==> config.mk <==
export PLATFORM = sky130hd
export DESIGN_NAME = bus_arbiter8x16
export DESIGN_NICKNAME = d
export VERILOG_FILES = /design/src/rtl/arb_pkg.sv /design/src/rtl/Mux8Way16.sv /design/src/rtl/bus_arbiter8x16_rr_pick.sv /design/src/rtl/bus_arbiter8x16.sv
export SDC_FILE = /design/constraint.sdc
export NUM_CORES = 1
export LEC_CHECK = 0
export BUFFER_PORTS_ARGS = -buffer_cell sky130_fd_sc_hd__buf_2
export CORE_MARGIN = 2
export CORE_UTILIZATION = 44
export DETAILED_ROUTE_END_ITERATION = 10
export PLACE_DENSITY = 0.87
export RECOVER_POWER = 25
export SKIP_LAST_GASP = 1
export SYNTH_ARGS = -nofsm -noshare
export SYNTH_HDL_FRONTEND = slang
export SYNTH_SLANG_ARGS = --single-unit
==> constraint.sdc <==
create_clock -name clk -period 4.78 [get_ports clk]
set_clock_uncertainty 0.15 [all_clocks]
set_input_delay 0.239 -clock clk [delete_from_list [all_inputs] [get_ports clk]]
set_output_delay 0.239 -clock clk [all_outputs]
set_load 0.005 [all_outputs]
==> src/rtl/arb_pkg.sv <==
// Shared types and constants for the 8x16 round-robin bus arbiter.
// Widths are fixed by the existing Mux8Way16 data path.
package arb_pkg;

  localparam int N_PORTS = 8;
  localparam int SEL_W   = 3;
  localparam int DATA_W  = 16;

  typedef enum logic {
    IDLE,
    GRANT
  } arb_state_t;

  typedef logic [DATA_W-1:0] word_t;

  function automatic logic [N_PORTS-1:0] onehot(
    input logic [SEL_W-1:0] i
  );
    return {{(N_PORTS-1){1'b0}}, 1'b1} << i;
  endfunction

endpackage

==> src/rtl/Mux8Way16.sv <==
// 8-way 16-bit selector shared by all requesters.
// Purely combinational; sel picks one of a..h.
module Mux8Way16 (
  input  logic [15:0] a,
  input  logic [15:0] b,
  input  logic [15:0] c,
  input  logic [15:0] d,
  input  logic [15:0] e,
  input  logic [15:0] f,
  input  logic [15:0] g,
  input  logic [15:0] h,
  input  logic [2:0]  sel,
  output logic [15:0] out
);

  always_comb begin
    unique case (sel)
      3'd0: out = a;
      3'd1: out = b;
      3'd2: out = c;
      3'd3: out = d;
      3'd4: out = e;
      3'd5: out = f;
      3'd6: out = g;
      default: out = h;
    endcase
  end

endmodule

==> src/rtl/bus_arbiter8x16_rr_pick.sv <==
// Combinational round-robin picker: first set req bit
// scanning upward from ptr, wrapping modulo 8.
module rr_pick
  import arb_pkg::*;
(
  input  logic [N_PORTS-1:0] req,
  input  logic [SEL_W-1:0]   ptr,
  output logic               found,
  output logic [SEL_W-1:0]   idx
);

  logic [SEL_W-1:0] cand;

  always_comb begin
    found = 1'b0;
    idx   = ptr;
    cand  = ptr;
    for (int k = 0; k < N_PORTS; k++) begin
      cand = ptr + SEL_W'(k);
      if (!found && req[cand]) begin
        found = 1'b1;
        idx   = cand;
      end
    end
  end

endmodule

==> src/rtl/bus_arbiter8x16.sv <==
// Round-robin arbiter sequencing the Mux8Way16 select so
// 8 producers share one 16-bit valid/ready consumer.
module bus_arbiter8x16
  import arb_pkg::*;
#(
  parameter int unsigned MAX_BURST = 4
) (
  input  logic                     clk,
  input  logic                     rst_n,
  input  logic [N_PORTS-1:0]       req,
  input  logic [N_PORTS-1:0]       last,
  input  logic [7:0][DATA_W-1:0]   in_data,
  input  logic                     out_ready,
  output logic [N_PORTS-1:0]       gnt,
  output logic [SEL_W-1:0]         sel,
  output logic [DATA_W-1:0]        out_data,
  output logic                     out_valid,
  output logic                     busy
);

  arb_state_t       state_q, state_d;
  logic [N_PORTS-1:0] gnt_q, gnt_d;
  logic [SEL_W-1:0] sel_q, sel_d;
  logic [SEL_W-1:0] ptr_q, ptr_d;
  logic [3:0]       cnt_q, cnt_d;

  logic             found;
  logic [SEL_W-1:0] win;
  logic             xfer;
  logic [3:0]       cnt_inc;
  logic             rel;

  rr_pick u_pick (
    .req   (req),
    .ptr   (ptr_q),
    .found (found),
    .idx   (win)
  );

  Mux8Way16 u_mux (
    .a   (in_data[0]),
    .b   (in_data[1]),
    .c   (in_data[2]),
    .d   (in_data[3]),
    .e   (in_data[4]),
    .f   (in_data[5]),
    .g   (in_data[6]),
    .h   (in_data[7]),
    .sel (sel_q),
    .out (out_data)
  );

  assign out_valid = (state_q == GRANT) && req[sel_q];
  assign busy      = (state_q == GRANT);
  assign gnt       = gnt_q;
  assign sel       = sel_q;

  assign xfer    = out_valid && out_ready;
  assign cnt_inc = cnt_q + 4'd1;

  // A withdrawn request abandons the grant without a transfer.
  always_comb begin
    rel = 1'b0;
    unique case (1'b1)
      !req[sel_q]:              rel = 1'b1;
      xfer && last[sel_q]:      rel = 1'b1;
      xfer && (cnt_inc == 4'(MAX_BURST)):
                                rel = 1'b1;
      default:                  rel = 1'b0;
    endcase
  end

  always_comb begin
    state_d = state_q;
    gnt_d   = gnt_q;
    sel_d   = sel_q;
    ptr_d   = ptr_q;
    cnt_d   = cnt_q;
    unique case (state_q)
      IDLE: begin
        if (found) begin
          state_d = GRANT;
          sel_d   = win;
          gnt_d   = onehot(win);
          cnt_d   = 4'd0;
        end
      end
      GRANT: begin
        if (rel) begin
          state_d = IDLE;
          gnt_d   = '0;
          ptr_d   = sel_q + SEL_W'(1);
          cnt_d   = 4'd0;
        end else if (xfer) begin
          cnt_d = cnt_inc;
        end
      end
      default: state_d = IDLE;
    endcase
  end

  always_ff @(posedge clk or negedge rst_n) begin
    if (!rst_n) begin
      state_q <= IDLE;
      gnt_q   <= '0;
      sel_q   <= '0;
      ptr_q   <= '0;
      cnt_q   <= '0;
    end else begin
      state_q <= state_d;
      gnt_q   <= gnt_d;
      sel_q   <= sel_d;
      ptr_q   <= ptr_d;
      cnt_q   <= cnt_d;
    end
  end

endmodule

# Word-level counts from Yosys, hierarchy flattened

Cells that the tools add are included.

Flip-flop bits (word level): 19
Bits in latches: 0
Bits in writable memories: 0
ROM bits: 0
Input bits: 147
Word-level logic and storage cells: 107
Memories: 0

$add $sub $neg: 9
Multipliers: 0
Divide/modulo/power cells: 0
Magnitude comparators: 9
Eq/ne operators: 10
Shift-type cells: 1
Muxes and demuxes: 47
Bitwise gates (word level): 1
Reduce and logical (&&, ||, !) cells: 25

Operators by type and width:

| operator              | number |
|---|---|
| $pmux W16 S7          | 1 |
| $lt A3 B4 Y1 const B  | 9 |
| $bmux W1 S3           | 10 |
| $mux W1               | 21 |
| $mux W3               | 7 |
| $mux W8               | 2 |
| $pmux W8 S2           | 1 |
| $add A3 B3 Y3 const B | 4 |
| $mux W4               | 3 |
| $logic_and A1 B1 Y1   | 11 |
| $eq A3 B3 Y1 const B  | 3 |
| $logic_not A1 Y1      | 8 |
| $pmux W4 S2           | 1 |
| $reduce_and A2 Y1     | 4 |
| $shl A1 B3 Y8 const A | 1 |
| $add A3 B1 Y3 const B | 2 |
| $add A3 B2 Y3 const B | 2 |
| $eq A3 B2 Y1 const B  | 2 |
| $add A4 B1 Y4 const B | 1 |
| $eq A4 B3 Y1 const B  | 1 |
| $eq A3 B1 Y1 const B  | 1 |
| $logic_not A3 Y1      | 1 |
| $ne A3 B1 Y1 const B  | 1 |
| $reduce_or A3 Y1      | 1 |
| other kinds (4)       | 4 |

# Depth between registers and ports, before layout

Gate-level depths: netlist (run 1).

Word-level depth: 27
Depth in mapped cells: 12
Gate-level depth less buffers: 9

# Cells and area by module

A second synthesis (run 1) with hierarchy kept.

Cell total of the unflattened synthesis: 351
Area, all modules: 3027.9 sq um

By module, submodules not included:

| module          | times used | cells each | area each (sq um) | seq. area each (sq um) |
|---|---|---|---|---|
| bus_arbiter8x16 | 1          | 100        | 1134.8            | 475.5 |
| Mux8Way16       | 1          | 154        | 1026.0            | 0.0 |
| rr_pick         | 1          | 97         | 867.1             | 0.0 |

# Least setup slack after synthesis (run 1)

Ideal clock, no wire load.

Kind: reg-to-reg
From: register ptr_q[0]
To: register gnt_q[2], in the netlist gnt[2]
Arrival time: 3231 ps
Slack: 1303 ps
Cell stages (with the launch flop): 13
Clock period less this slack: 3477 ps
Cell sequence: dfrtp_1 buf_6 buf_2 inv_1 ha_1 buf_2 inv_2 mux4_2 o32a_4 o2bb2a_4 a221o_1 a21bo_1 o31ai_1

Cells in the longest elaborated chain, start to end: 27
Elaborated cells on any way between the ends: 57

Ends and longest elaborated chain:

| item                                                   | line                   | source |
|---|---|---|
| start: declaration                                     | bus_arbiter8x16.sv:24  | `logic [SEL_W-1:0] ptr_q, ptr_d;` |
| start signal: assignment                               | bus_arbiter8x16.sv:113 | `ptr_q <= ptr_d;` |
| branches (longest 27 deep; another with $add A3 B1 Y3) | --                     |  |
| end signal: assignment                                 | bus_arbiter8x16.sv:111 | `gnt_q <= gnt_d;` |
| end: declaration                                       | bus_arbiter8x16.sv:22  | `logic [N_PORTS-1:0] gnt_q, gnt_d;` |

Parallel ways; which one is timed is not known. The select of a mux whose other input is x is not followed.
A chain may end at the register's enable or synchronous reset.

# Worst setup path after layout (run 1)

From: register ptr_q[1]
To: register gnt_q[6], in the netlist gnt[6]

The elaborated chain is that of the path after synthesis.

==> results.md, run 1 <==
- Final setup violation count: 0
- Hold WS: 0.316 ns
- Flops & latches, synth: 19
- Die area: 6960 um2
- CTS Root Cell: clkbuf_8
- ANT cells: 0
- Bufs and invs on worst path: 2
- Unrepaired setup endpoints after global routing: false
- Num CTS Buffers: 3
- Mean routed wirelength per cell: 18.5 um
- Netlist cell types: 50
- Post-CTS Setup Inserts: 0
- Most common cell after layout, fill and taps aside: buf_2
- Share of layout cells above drive strength 1: 0.481
- Height of the chip: 83.5 um
- Initial core utilization: 0.461
- Core region area: 6030 um2
- CTS max path bufs: 2
- Asr flop ratio synth: 1.00
- First-pass DRT Iterations: 9
- Hold Vio Cnt, Final: 0
- 1st-iter DRT viols: 477
- CTS Hold Bufs: 1
- CP startpoint kind: flip-flop
- Vias in the first global route: 3187
- Largest family of logic cells by synthesized area: multiplexers
- EDFF count, synth: 0
- Reg2Reg Depth: 9
- Synth Area in Compound Gates: 0.289
- Crit path time final: 3.75 ns
- # H-tree levels: 1
- NumNets Final: 626
- Period utilization: 0.784
- I/O pin count: 176
- Slew headroom: 0.289
- Hold depth: 4
- Share of the synthesized netlist area taken by xor and xnor gates: 0.0189
- Aggregate global routing overflow: 0
- Dominant delay contributor by cell family on the critical path: compound AO/OA/AOI/OAI gates
- Post-detail-place hpwl: 8180 um
- Drt total wl: 10100 um
- CP Class: reg2reg
- Post-Syn Area: 2780 um2
- YS warnings: 0
- Fmax: 0.267 GHz
- Top sig layer: met4
- Post-CTS sizing: 0
- Measured slew at the worst slew-check pin: 1.07 ns
- Peak supply drop: 0.336 mV
- Area Growth Syn to Fin: 33.9%
- Worst path depth: 9
- WL met2: 5070 um
- CP peak stage delay: 0.72 ns
- CP max FO: 15
- Max-Cap Viols: 0
- ANT nets after route: 0
- Synth Flop Type: dfrtp_1
- Data required, critical path: 4.79 ns
- Pin count of the biggest net entering global routing: 33
- Slowest CP cell: dfrtp_1
- Later-pin clock latency in the skew report: 0.25 ns
- Class of the worst hold path: in2reg
- Vias per Instance: 6.15
- Clk pin slew, worst setup/hold paths: 0.07 ns
- Sink Count: 19
- WL met3: 779 um
- Mean post-synth cell area: 8.90 um2
- Syn Inst Count: 312
- Max-slew violation count: 0
- Die Wd: 83.5 um
- First-pass GRT wire length: 15700 um
- Initial antenna violation count: 0
- Routability cong.: 1.01
- CTS tree: done
- Synth Area in Simple Gates: 0.129
- Worst EP arrival: 3.76 ns
- Most frequent cells in the layout: buf_2 (174), a21oi_1 (31), nor2_1 (26)
- Post-synthesis mux area share: 0.304
- Total GRT Usage: 0.275
- CP Cell Sequence: inv_1 -> ha_1 -> inv_2 -> mux4_2 -> o32a_4 -> nor3_4 -> a221o_1 -> nand3_1 -> o31ai_1
- Post-synthesis net count: 467
- Worst setup EP type: flip-flop
- Post-Synth Adder-Cell Area: 0.0360
- # DRC: 0
- Leak Pwr: 1.82 nW
- Row count: 28
- Met1 WL: 3970 um
- Final setup TNS: 0 ns
- Vias: 3354
- Buffers on Ports: 175
- Power Density: 743 nW/um2
- Status: finished clean
- Sequential-to-total area share from yosys stat: 0.171
## cell usage after synthesis (2+ instances only)
master / count / share of area
a21oi_1: 31 / 0.056
nor2_1: 26 / 0.035
nand2_1: 24 / 0.032
a222oi_1: 22 / 0.079
mux2i_1: 22 / 0.079
dfrtp_1: 19 / 0.17
clkbuf_1: 17 / 0.023
mux4_2: 17 / 0.14
mux2_2: 16 / 0.065
o31ai_1: 10 / 0.027
a22oi_1: 9 / 0.024
inv_1: 9 / 0.012
ha_1: 8 / 0.036
o21ai_0: 8 / 0.014
a31oi_1: 6 / 0.014
a221oi_1: 4 / 0.013
buf_1: 4 / 0.0054
mux2_4: 4 / 0.022
nand2b_1: 4 / 0.0090
nand3_1: 4 / 0.0072
xnor2_1: 4 / 0.013
buf_2: 3 / 0.0054
nor3_1: 3 / 0.0054
o211ai_1: 3 / 0.0081
or2_2: 3 / 0.0068
and2_1: 2 / 0.0045
and3_1: 2 / 0.0045
inv_2: 2 / 0.0027
o21ai_1: 2 / 0.0036
o221ai_1: 2 / 0.0063
or4_1: 2 / 0.0054
xor2_1: 2 / 0.0063
## path summary, 6_finish.rpt
check / start / to / slack [ns]
max in group asynchronous: rst_n / cnt_q[3] / 3.36
max reg2reg: ptr_q[1] / gnt[6] / 1.03
max: ptr_q[1] / gnt[6] / 1.03
min in group asynchronous: rst_n / gnt[4] / 0.52
min reg2reg: gnt[3] / gnt[3] / 0.33
min: out_ready / cnt_q[1] / 0.32
## kinds of logic after synthesis
family,count (synthesis)
buffers and inverters,36
adder cells (fa/ha/maj),8
XOR/XNOR,6
multiplexers,59
AO/OA/AOI/OAI,108
flip-flops,19
AND/OR/NAND/NOR,76
## worst reg2reg max path: stages, from the launching register on
cell	delay [ns]
dfrtp_1	0.72
inv_1	0.13
ha_1	0.48
inv_2	0.23
mux4_2	0.59
o32a_4	0.37
nor3_4	0.26
a221o_1	0.22
nand3_1	0.18
o31ai_1	0.32
## area by class of cell
type	instances	area, um2
Fill cell	536	2310
Inverter	11	41.3
Multi-Input combinational cell	257	2160
Tap cell	75	93.8
Clock inverter	1	5.00
Clock buffer	3	41.3
Sequential cell	19	475
Timing Repair Buffer	179	907
## report_power, final
part           internal, mW  switching (mW)
Sequential            0.211          0.0986
Clock                0.0579          0.0530
Combinational          1.05            1.30
## routing by layer
layer | vias up | GRT usage
li1 | 1570 | -
met1 | 1557 | 0.363
met2 | 201 | 0.479
met3 | 26 | 0.0346
met4 | 0 | 0.0704
met5 | - | 0
## sequential cells by signal, indices dropped and copies added (netlist names)
signal  count
cnt_q       4
gnt         8
sel         3
ptr_q       3
busy        1
## stage by stage
step           worst slack (ns)  power [mW]  area (um2)  utilization  instances
5_1_grt                   0.773        2.99        3720        0.617        545
3_5_place_dp               1.08        2.61        3660        0.608        540
4_1_cts                    1.05        2.73        3720        0.618        545
6_report                   1.03        2.76        3720        0.617        545
3_3_place_gp               1.24        2.58        3660        0.608        540
2_1_floorplan              1.30        2.00        2780            -        312
Power figures use the tool's default switching activity.
==> run 2, diff against run 1 <==
--- a/config.mk
+++ b/config.mk
@@ -7,9 +7,9 @@
 export LEC_CHECK = 0
 export BUFFER_PORTS_ARGS = -buffer_cell sky130_fd_sc_hd__buf_2
 export CORE_MARGIN = 2
-export CORE_UTILIZATION = 44
+export CORE_UTILIZATION = 40
 export DETAILED_ROUTE_END_ITERATION = 10
-export PLACE_DENSITY = 0.87
+export PLACE_DENSITY = 0.84
 export RECOVER_POWER = 25
 export SKIP_LAST_GASP = 1
 export SYNTH_ARGS = -nofsm -noshare
==> constraint.sdc (replaced) <==
create_clock -name clk -period 3.1 [get_ports clk]
set_clock_uncertainty 0.15 [all_clocks]
set_input_delay 0.155 -clock clk [delete_from_list [all_inputs] [get_ports clk]]
set_output_delay 0.155 -clock clk [all_outputs]
set_load 0.005 [all_outputs]
==> results.md, run 2 (synthesized netlist as in run 1, its figures left out) <==
- Total GRT Usage: 0.257 (-0.0177)
- Reg2Reg Depth: 8 (-1)
- CP Cell Sequence: buf_4 -> mux2_4 -> mux4_2 -> o32a_4 -> o2bb2a_4 -> a221o_1 -> a21bo_2 -> o31ai_1
- Most frequent cells in the layout: buf_2 (174), a21oi_1 (30), nor2_1 (26)
- First-pass GRT wire length: 15600 um (-0.84%)
- Slowest CP cell: mux4_2
- Data required, critical path: 3.12 ns (-1.67 ns)
- Measured slew at the worst slew-check pin: 1.01 ns (-0.0589 ns)
- CP Class: reg2reg
- Crit path time final: 3.12 ns (-0.630 ns)
- Period utilization: 1.01 (+0.222)
- Vias in the first global route: 3175 (-0.38%)
- CP peak stage delay: 0.54 ns (-0.18 ns)
- Initial antenna violation count: 1 (+1)
- Max FFs per register: 8 (unchanged)
- Worst setup EP type: flip-flop
- Dpl cell area: 3810 um2 (+4.0%)
- Post-detail-place hpwl: 8500 um (+3.9%)
- First-pass DRT Iterations: 8 (-1)
- Leak Pwr: 1.95 nW (+7.2%)
- Class of the worst hold path: in2reg
- Num CTS Buffers: 3 (unchanged)
- Die area: 7630 um2 (+9.5%)
- I/O pin count: 176 (unchanged)
- CP max FO: 6 (-9)
- Slew headroom: 0.329 (+0.0393)
- CTS max path bufs: 2 (unchanged)
- Vias: 3449 (+2.8%)
- Status: complete, but fails checks
- Final WS setup: -0.0188 ns (-1.05 ns)
- 1st-iter DRT viols: 302 (-37%)
- Initial core utilization: 0.411 (-0.0499)
- Die Wd: 87.3 um (+4.6%)
- Post-layout util: 0.593 (-0.0245)
- Area Growth Syn to Fin: 44.2%
- FF-to-FF setup slack: -0.02 ns (-1.05 ns)
- Core region area: 6760 um2 (+12%)
- Inst Count DP: 560 (+3.7%)
- Height of the chip: 87.3 um (+4.6%)
- Hold WS: 0.230 ns (-0.0863 ns)
- CTS tree: done
- # H-tree levels: 1 (unchanged)
- Pin count of the biggest net entering global routing: 33 (unchanged)
- Hold path startpoint: out_ready
- Vias per Instance: 6.04 (-1.8%)
- Row count: 30 (+7.1%)
- Aggregate global routing overflow: 0 (unchanged)
- CP startpoint kind: flip-flop
- Hold Path End: cnt_q[2]
- Drt total wl: 10600 um (+4.6%)
- Layout Cells excl Fill: 571 (+4.8%)
- Buffers on Ports: 175 (unchanged)
- Final setup violation count: 2 (+2)
- Worst flop-to-flop path startpoint: ptr_q[0]
- Max-slew violation count: 0 (unchanged)
- Routability cong.: 0.930 (-8.2%)
- Later-pin clock latency in the skew report: 0.26 ns (about the same)
- Sink Count: 19 (unchanged)
- Max-Cap Viols: 0 (unchanged)
- Share of layout cells above drive strength 1: 0.545 (+0.0640)
- # DRC: 0 (unchanged)
- Mean routed wirelength per cell: 18.5 um (-0.17%)
- Post-Layout Inst Area: 4010 um2 (+7.7%)
- Clk pin slew, worst setup/hold paths: 0.07 ns (about the same)
- Worst EP arrival: 3.14 ns (-0.62 ns)
- Unrepaired setup endpoints after global routing: true
- Power Density: 1210 nW/um2 (+63%)
- Peak supply drop: 0.587 mV (+75%)
- ANT nets after route: 0 (unchanged)
- CTS Root Cell: clkbuf_8
- Worst slack, placed: -0.127 ns (-1.21 ns)
- Fmax: 0.321 GHz (+20%)
- Hold depth: 4 (unchanged)
- Reg2reg end: gnt[0]
- Hold Vio Cnt, Final: 0 (unchanged)
- NumNets Final: 646 (+3.2%)
- Most common cell after layout, fill and taps aside: buf_2
- Failing checks: setup timing
-- run 2: changes by cell type in the layout (fill, tap and decap cells not counted), sizes merged --
cell / before / now
buf: 177 / 197
diode: 0 / 1
-- run 2: worst max-delay path, delay by kind of cell (launching register included) --
family / cells / cell delay [ns]
AO/OA/AOI/OAI: 5 / 1.40
buffers and inverters: 1 / 0.16
flip-flops: 1 / 0.47
multiplexers: 2 / 0.85
-- run 2: per-stage QoR --
step                TNS (ns)  power, mW
global placement    -0.00501       4.22
global route          -0.402       5.22
detailed placement    -0.783       4.31
CTS                        0       4.55
floorplan             -0.317       3.22
finish               -0.0191       4.86
-- run 2: metal layers --
metal	vias to the layer above	share of wire	global-route usage
met5	-	0	0
li1	1614	-	-
met1	1630	0.39	0.346
met2	185	0.51	0.424
met4	0	0.019	0.0601
met3	20	0.082	0.0540
-- run 2: how the worst max path moves through the flow --
| stage | slack, ns | startpoint | to | cells after the start |
|---|---|---|---|---|
| 6_report | -0.02 | ptr_q[0] | gnt[0] | 8 |
| 5_1_grt | -0.08 | ptr_q[0] | sel[0] | 8 |
| 4_1_cts | 0.003 | ptr_q[0] | gnt[3] | 9 |
| 3_5_place_dp | -0.13 | ptr_q[0] | gnt[3] | 8 |
| 3_3_place_gp | -0.003 | ptr_q[0] | gnt[1] | 9 |
| 2_1_floorplan | -0.08 | ptr_q[0] | gnt[2] | 12 |
-- run 2: where the power goes --
| part | internal, mW | switching, mW |
|---|---|---|
| registers | 0.328 | 0.108 |
| clock network | 0.0895 | 0.0839 |
| logic | 1.94 | 2.31 |
-- run 2: layout make-up --
class | instances | area (um2)
antenna | 1 | 2.50
inverter | 11 | 51.3
clock buffer | 3 | 41.3
timing repair buffer | 199 | 1060
sequential | 19 | 477
tap | 80 | 100
fill | 594 | 2750
multi-input combinational | 257 | 2260
clock inverter | 1 | 5.00
-- run 2: timing repair --
item | CTS | global route
pin swaps | 0 | 7
hold endpoints to repair | 19 | 0
gates cloned | 0 | 0
gates resized for setup | 4 | 16
buffers inserted | 0 | 5
endpoints found under the setup margin | 11 | 14
hold buffers | 1 | 0
